File: src/rtl/fpu_pkg.sv
// rtl/fpu_pkg.sv - shared opcodes, operand layout and flag constants for the FPU front end
package fpu_pkg;

  typedef enum logic [2:0] {
    OP_ADD = 3'd0,
    OP_SUB = 3'd1,
    OP_MUL = 3'd2,
    OP_MIN = 3'd3,
    OP_MAX = 3'd4,
    OP_NEG = 3'd5,
    OP_ABS = 3'd6,
    OP_RSV = 3'd7
  } fpu_op_e;

  typedef struct packed {
    logic        sign;
    logic [7:0]  exp;
    logic [22:0] man;
  } fp32_t;

  localparam int FLG_INV = 2;
  localparam int FLG_OVF = 1;
  localparam int FLG_UNF = 0;

  localparam logic [31:0] CANON_NAN = 32'h7FC00000;

  function automatic logic is_nan(input fp32_t x);
    return (x.exp == 8'hFF) && (x.man != 23'd0);
  endfunction

endpackage

File: src/rtl/adder.sv
// rtl/adder.sv - binary32 adder, subnormals flushed to zero, result truncated
module adder (
  input  logic [31:0] a,
  input  logic [31:0] b,
  output logic [31:0] result,
  output logic        overflow,
  output logic        underflow
);

  logic [31:0]        x, y;
  logic [26:0]        mx, my, my_sh;
  logic [27:0]        sum;
  logic [7:0]         d;
  logic signed [9:0]  e;
  logic [4:0]         lz;
  logic               found;
  logic               a_nan, b_nan, a_inf, b_inf;

  // align the smaller-magnitude operand, add or subtract, renormalise
  always_comb begin
    result    = 32'd0;
    overflow  = 1'b0;
    underflow = 1'b0;
    sum       = 28'd0;
    lz        = 5'd0;
    found     = 1'b0;
    a_nan     = (a[30:23] == 8'hFF) && (a[22:0] != 23'd0);
    b_nan     = (b[30:23] == 8'hFF) && (b[22:0] != 23'd0);
    a_inf     = (a[30:23] == 8'hFF) && (a[22:0] == 23'd0);
    b_inf     = (b[30:23] == 8'hFF) && (b[22:0] == 23'd0);
    x = a;
    y = b;
    if (b[30:0] > a[30:0]) begin
      x = b;
      y = a;
    end
    mx    = (x[30:23] == 8'd0) ? 27'd0 : {1'b1, x[22:0], 3'b000};
    my    = (y[30:23] == 8'd0) ? 27'd0 : {1'b1, y[22:0], 3'b000};
    d     = x[30:23] - y[30:23];
    my_sh = (d > 8'd26) ? 27'd0 : (my >> d);
    e     = $signed({2'b00, x[30:23]});
    if (a_nan || b_nan) begin
      result = 32'h7FC00000;
    end else if (a_inf && b_inf && (a[31] != b[31])) begin
      result = 32'h7FC00000;
    end else if (a_inf || b_inf) begin
      result = x;
    end else if (x[30:23] == 8'd0) begin
      result = {x[31] & y[31], 31'd0};
    end else begin
      if (x[31] == y[31]) sum = {1'b0, mx} + {1'b0, my_sh};
      else                sum = {1'b0, mx} - {1'b0, my_sh};
      if (sum != 28'd0) begin
        if (sum[27]) begin
          sum = sum >> 1;
          e   = e + 10'sd1;
        end else begin
          for (int i = 26; i >= 0; i--) begin
            if (!found) begin
              if (sum[i]) found = 1'b1;
              else        lz    = lz + 5'd1;
            end
          end
          sum = sum << lz;
          e   = e - $signed({5'd0, lz});
        end
        if (e >= 10'sd255) begin
          overflow = 1'b1;
          result   = {x[31], 8'hFF, 23'd0};
        end else if (e <= 10'sd0) begin
          underflow = 1'b1;
          result    = {x[31], 31'd0};
        end else begin
          result = {x[31], e[7:0], sum[25:3]};
        end
      end
    end
  end

endmodule

File: src/rtl/fpu_pipe_unit_minmax.sv
// rtl/fpu_pipe_unit_minmax.sv - IEEE-style min/max with -0 < +0 and NaN suppression
module fpu_minmax
  import fpu_pkg::*;
(
  input  logic [31:0] a,
  input  logic [31:0] b,
  input  logic        is_max,
  output logic [31:0] result,
  output logic        invalid
);

  logic a_nan, b_nan, a_lt_b;

  // order the operands; a lone NaN yields the other operand, two NaNs yield the canonical NaN
  always_comb begin
    a_nan = is_nan(fp32_t'(a));
    b_nan = is_nan(fp32_t'(b));
    if (a[31] != b[31]) a_lt_b = a[31];
    else if (!a[31])    a_lt_b = (a[30:0] < b[30:0]);
    else                a_lt_b = (a[30:0] > b[30:0]);
    invalid = a_nan || b_nan;
    if (a_nan && b_nan) result = CANON_NAN;
    else if (a_nan)     result = b;
    else if (b_nan)     result = a;
    else if (is_max)    result = a_lt_b ? b : a;
    else                result = a_lt_b ? a : b;
  end

endmodule

File: src/rtl/multiplication.sv
// rtl/multiplication.sv - binary32 multiplier, subnormals flushed to zero, round to nearest even
module multiplication (
  input  logic [31:0] a,
  input  logic [31:0] b,
  output logic [31:0] result,
  output logic        overflow,
  output logic        underflow
);

  logic [47:0]       p;
  logic [46:0]       pn;
  logic [23:0]       mr;
  logic signed [9:0] e;
  logic              s, rnd, a_nan, b_nan, a_inf, b_inf, a_zero, b_zero;

  // full 24x24 product, normalise by one bit, round, then classify the exponent
  always_comb begin
    result    = 32'd0;
    overflow  = 1'b0;
    underflow = 1'b0;
    s      = a[31] ^ b[31];
    a_nan  = (a[30:23] == 8'hFF) && (a[22:0] != 23'd0);
    b_nan  = (b[30:23] == 8'hFF) && (b[22:0] != 23'd0);
    a_inf  = (a[30:23] == 8'hFF) && (a[22:0] == 23'd0);
    b_inf  = (b[30:23] == 8'hFF) && (b[22:0] == 23'd0);
    a_zero = (a[30:23] == 8'd0);
    b_zero = (b[30:23] == 8'd0);
    p   = {1'b1, a[22:0]} * {1'b1, b[22:0]};
    e   = $signed({2'b00, a[30:23]}) + $signed({2'b00, b[30:23]}) - 10'sd127;
    pn  = p[47] ? p[46:0] : {p[45:0], 1'b0};
    if (p[47]) e = e + 10'sd1;
    rnd = pn[23] && ((pn[22:0] != 23'd0) || pn[24]);
    mr  = {1'b0, pn[46:24]} + {23'd0, rnd};
    if (mr[23]) e = e + 10'sd1;
    if (a_nan || b_nan) begin
      result = 32'h7FC00000;
    end else if ((a_inf && b_zero) || (b_inf && a_zero)) begin
      result = 32'h7FC00000;
    end else if (a_inf || b_inf) begin
      result = {s, 8'hFF, 23'd0};
    end else if (a_zero || b_zero) begin
      result = {s, 31'd0};
    end else if (e >= 10'sd255) begin
      overflow = 1'b1;
      result   = {s, 8'hFF, 23'd0};
    end else if (e <= 10'sd0) begin
      underflow = 1'b1;
      result    = {s, 31'd0};
    end else begin
      result = {s, e[7:0], mr[22:0]};
    end
  end

endmodule

File: src/rtl/fpu_pipe_unit.sv
// rtl/fpu_pipe_unit.sv - handshaked FPU front end with a stalling LAT-deep result pipeline
module fpu_pipe_unit
  import fpu_pkg::*;
#(
  parameter int LAT   = 2,
  parameter int TAG_W = 4
) (
  input  logic             CLK,
  input  logic             RST,
  input  logic             in_valid,
  output logic             in_ready,
  input  logic [2:0]       in_op,
  input  logic [31:0]      in_a,
  input  logic [31:0]      in_b,
  input  logic [TAG_W-1:0] in_tag,
  output logic             out_valid,
  input  logic             out_ready,
  output logic [31:0]      out_result,
  output logic [TAG_W-1:0] out_tag,
  output logic [2:0]       out_flags,
  output logic [2:0]       flags_sticky,
  input  logic             flags_clr,
  output logic             busy
);

  typedef struct packed {
    logic             valid;
    logic [31:0]      result;
    logic [TAG_W-1:0] tag;
    logic [2:0]       flags;
  } stage_t;

  fpu_op_e     op;
  logic [31:0] add_b, add_res, mul_res, mm_res, c_result;
  logic        add_ovf, add_unf, mul_ovf, mul_unf, mm_inv;
  logic [2:0]  c_flags;
  logic        advance, out_hs;
  logic [LAT-1:0] stage_v;
  logic [2:0]  sticky_q, sticky_d;

  assign op    = fpu_op_e'(in_op);
  assign add_b = (op == OP_SUB) ? {~in_b[31], in_b[30:0]} : in_b;

  adder u_adder (
    .a(in_a), .b(add_b), .result(add_res), .overflow(add_ovf), .underflow(add_unf)
  );

  multiplication u_mul (
    .a(in_a), .b(in_b), .result(mul_res), .overflow(mul_ovf), .underflow(mul_unf)
  );

  fpu_minmax u_minmax (
    .a(in_a), .b(in_b), .is_max(op == OP_MAX), .result(mm_res), .invalid(mm_inv)
  );

  // select the result and exception flags of the offered operation
  always_comb begin
    c_result = CANON_NAN;
    c_flags  = 3'b000;
    case (op)
      OP_ADD, OP_SUB: begin
        c_result         = add_res;
        c_flags[FLG_OVF] = add_ovf;
        c_flags[FLG_UNF] = add_unf;
      end
      OP_MUL: begin
        c_result         = mul_res;
        c_flags[FLG_OVF] = mul_ovf;
        c_flags[FLG_UNF] = mul_unf;
      end
      OP_MIN, OP_MAX: begin
        c_result         = mm_res;
        c_flags[FLG_INV] = mm_inv;
      end
      OP_NEG:  c_result = {~in_a[31], in_a[30:0]};
      OP_ABS:  c_result = {1'b0, in_a[30:0]};
      default: begin
        c_result         = CANON_NAN;
        c_flags[FLG_INV] = 1'b1;
      end
    endcase
  end

  // the whole pipe moves as one; bubbles are kept so ordering and latency stay fixed
  assign advance  = !out_valid || out_ready;
  assign in_ready = advance;

  for (genvar g = 0; g < LAT; g++) begin : g_stage
    stage_t st_d, st_q;
    if (g == 0) begin : g_head
      assign st_d = '{valid: in_valid, result: c_result, tag: in_tag, flags: c_flags};
    end else begin : g_body
      assign st_d = g_stage[g-1].st_q;
    end
    assign stage_v[g] = st_q.valid;

    // stage register: load from upstream on advance, hold otherwise
    always_ff @(posedge CLK or posedge RST) begin
      if (RST)          st_q <= '0;
      else if (advance) st_q <= st_d;
    end
  end

  assign out_valid  = g_stage[LAT-1].st_q.valid;
  assign out_result = g_stage[LAT-1].st_q.result;
  assign out_tag    = g_stage[LAT-1].st_q.tag;
  assign out_flags  = g_stage[LAT-1].st_q.flags;
  assign busy       = |stage_v;
  assign out_hs     = out_valid && out_ready;

  assign sticky_d = (flags_clr ? 3'b000 : sticky_q) | (out_hs ? out_flags : 3'b000);

  // accumulate delivered flags; a flag arriving with a clear still lands
  always_ff @(posedge CLK or posedge RST) begin
    if (RST) sticky_q <= 3'b000;
    else     sticky_q <= sticky_d;
  end

  assign flags_sticky = sticky_q;

endmodule

File: config.mk
export PLATFORM = sky130hd
export DESIGN_NAME = fpu_pipe_unit
export DESIGN_NICKNAME = d
export VERILOG_FILES = /design/src/rtl/fpu_pkg.sv /design/src/rtl/adder.sv /design/src/rtl/fpu_pipe_unit_minmax.sv /design/src/rtl/multiplication.sv /design/src/rtl/fpu_pipe_unit.sv
export SDC_FILE = /design/constraint.sdc
export NUM_CORES = 2
export LEC_CHECK = 0
export CAP_MARGIN = 15
export CORE_ASPECT_RATIO = 1.25
export CORE_MARGIN = 10
export CORE_UTILIZATION = 45
export DETAILED_ROUTE_END_ITERATION = 8
export PLACE_DENSITY = 0.65
export REMOVE_ABC_BUFFERS = 1
export SYNTH_ARGS = -nofsm -noshare
export SYNTH_HDL_FRONTEND = slang
export SYNTH_SLANG_ARGS = --single-unit
File: constraint.sdc
create_clock -name CLK -period 3.08 [get_ports CLK]
set_input_delay 0.77 -clock CLK [delete_from_list [all_inputs] [get_ports CLK]]
set_output_delay 0.77 -clock CLK [all_outputs]
set_load 0.05 [all_outputs]
==> flow_metrics.py <==
metrics = {
    "synthesis": {
        "synth-edff-count": 0,
        "async_reset_ff_share_pct": 100.0,
        "yosysSeqAreaShare_pct": 5.492,
        "synth-seq-cells": 83,
        "synth_ff_type": "dfrtp_1",
        "synth_cell_type_count": 108,
        "synth_cells": 4979,
        "yosysWarnings": 0,
        "synth_area_sq_um": 37820,
        "synth_area_per_cell_sq_um": 7.595,
    },
    "placement": {
        "hpwlAfterDp_um": 130800,
        "io_buffers": 120,
        "place_congestion": 1.038,
        "dpl_cell_area_sq_um": 48650,
        "dp_cells": 7124,
    },
    "status": {
        "outcome": "finished with violations",
        "violations": "setup timing",
    },
    "floorplanning": {
        "coreArea_sq_um": 83120,
        "start_util_pct": 45.50,
        "die_area_sq_um": 96110,
        "io_pins": 121,
        "die_y_um": 344.1,
        "rows": 118,
        "die_x_um": 279.3,
    },
    "critical_path": {
        "reg2reg_to": "g_stage[0].st_q[20]",
        "path_max_fanout": 6,
        "r2r_slack_ns": 1.15,
        "timing.critical_path.mode_cell": "buf_4",
        "required_ns": 3.32,
        "crit_arrival_ns": 24.74,
        "reg2reg_depth": 8,
        "rr_startpoint": "out_valid",
        "slowest_stage": "or4_4",
        "critPathLaunchType": "input port",
        "crit_end": "g_stage[0].st_q[21]",
        "critical_path.top_delay_family": "adder cells",
        "critical_path_cell_count": 147,
        "critPathBufInv": 39,
        "slowest_delay_ns": 0.53,
        "crit_path_start": "in_b[11]",
        "crit_type": "in2reg",
        "crit_path_end_kind": "flip-flop",
    },
    "global_routing": {
        "antenna_found_initial": 3,
        "grt_max_degree": 81,
        "grt_pass1_wl_um": 245800,
        "grtUsageTotal_pct": 33.18,
        "overflow": 0,
        "grt_pass1_vias": 42495,
    },
    "clocking": {
        "cts.htree.levels": 3,
        "cts-buffers-inserted": 9,
        "ctsHoldBuffers": 0,
        "clockBufferDepth": 2,
        "root_buffer": "clkbuf_16",
        "tritoncts": "done",
        "clkTransAtPathRegs_ns": 0.07,
        "clk-insertion-delay-late_ns": 0.36,
        "cts.sinks": 83,
    },
    "timing": {
        "slew_violations": 0,
        "finalWorstSetupSlack_ns": -21.42,
        "finalWorstPathRequiredPeriod_ns": 24.50,
        "slew_headroom_pct": 33.48,
        "max_freq_mhz": 40.82,
        "hold_viol": 0,
        "whs_ns": 0.4680,
        "skew_ns": 0.01083,
        "setup_tns_ns": -711.69,
        "worst_pin_slew_ns": 0.9979,
        "period_share_pct": 795.4,
        "rsz0062_at_grt": "true",
        "setup_viol": 34,
    },
    "route": {
        "drtIter0Drc": 3774,
        "drc": 0,
        "antenna_left": 0,
        "wirelength_um": 164000,
        "vias": 41769,
        "vias_per_cell": 5.772,
        "wire_per_inst_um": 22.66,
        "drtPass1Iterations": 7,
    },
    "run": {
        "drv_cap": 0,
    },
    "final_layout": {
        "nets": 7040,
        "area_growth_pct": 34.88,
        "fill_cells": 7528,
        "multi_input_area_sq_um": 33380,
        "layoutNonFillerInstCount": 7236,
        "final_common_cell": "buf_4",
        "layout_common_cells": "buf_4 (1289), nand2_1 (722), inv_1 (651)",
        "final_area_sq_um": 51010,
        "ff_latch_area_sq_um": 2077,
        "drive_gt1_share_pct": 27.35,
    },
    "hold_path": {
        "hold_class": "reg2reg",
    },
}
## sequential cells by signal (all words and copies together), names as in the netlist
name          count
g_stage.st_q     40
flags_sticky      3
out_tag           4
out_valid         1
out_result       32
out_flags         3
## cells in the mapped netlist, drive strengths merged, types with 59 or more instances
master  count  area share [%]
clkbuf    202             2.0
nor2      491             4.9
buf        77            0.92
a21oi     291             3.9
inv       679             6.7
nand3     101             1.3
xor2       65             1.6
dfrtp      83             5.5
mux2i     137             3.7
o21ai     198             2.6
nor3       78             1.0
fa        485              26
nand2     744             7.4
a21o       59             1.2
xnor2     116             2.7
ha        330              11
## metrics by stage
| stage | worst slack (ns) | utilization (%) |
|---|---|---|
| 2_1_floorplan | -26.12 | - |
| 3_3_place_gp | -22.54 | 58.52 |
| 3_5_place_dp | -23.02 | 58.52 |
| 4_1_cts | -21.62 | 60.01 |
| 5_1_grt | -22.62 | 61.36 |
| 6_report | -21.42 | 61.37 |
## kinds of logic (layout without fill, tap and decap cells)
group	Yosys count	in the layout	synth area share (%)
other cells	0	2	0
simple gates	1754	1754	20.65
fa+ha+maj	818	818	36.67
mux	189	189	5.727
compound gates	981	981	17.05
buf+inv	967	2142	9.750
flops	83	83	5.492
xor+xnor	187	187	4.662
## worst min path at each step
stage	endpoint	cells past startpoint	slack [ns]	from
after floorplan	g_stage[0].st_q[3]	2	0.44	g_stage[0].st_q[3]
after global placement	g_stage[0].st_q[3]	2	0.45	g_stage[0].st_q[3]
after detailed placement	out_result[2]	2	0.46	out_result[2]
after CTS	out_result[27]	2	0.47	out_result[27]
after global routing	out_tag[3]	2	0.48	g_stage[0].st_q[6]
final	out_result[2]	2	0.47	out_result[2]
## timing repair
item | in CTS | in global routing
buffers inserted | 65 | 29
cloned | 0 | 1
pin swaps | 66 | 122
setup endpoints to repair | 35 | 35
gates resized for setup | 105 | 260
## metal layers
| layer | global-route usage [%] | up-vias | wire length, um |
|---|---|---|---|
| met5 | 0 | - | 13 |
| met4 | 22.78 | 2 | 14230 |
| met3 | 5.794 | 634 | 13960 |
| met2 | 56.01 | 2020 | 75850 |
| met1 | 38.13 | 20182 | 59920 |
| li1 | - | 18931 | - |
## worst reg2reg max path, stage by stage, from the launching register on
cell and delay (ns):
dfrtp_1 0.43, nor2b_4 0.17, buf_12 0.17, a21oi_1 0.18, buf_4 0.28, a21oi_1 0.12, a221oi_1 0.27, nand2_1 0.10
o22ai_1 0.12
## cell type report
type | instances | area share (%)
diodes | 2 | 0.009812
clock buffers | 9 | 0.4415
clock inverters | 7 | 0.1153
inverters | 688 | 5.073
multi-input cells | 3929 | 65.44
flip-flops and latches | 83 | 4.072
well taps | 1080 | 2.649
repair buffers | 1438 | 22.20
Power is left out: the tool's default activity adds up to more than one toggle a clock period on the data nets, which glitch-free logic cannot reach.
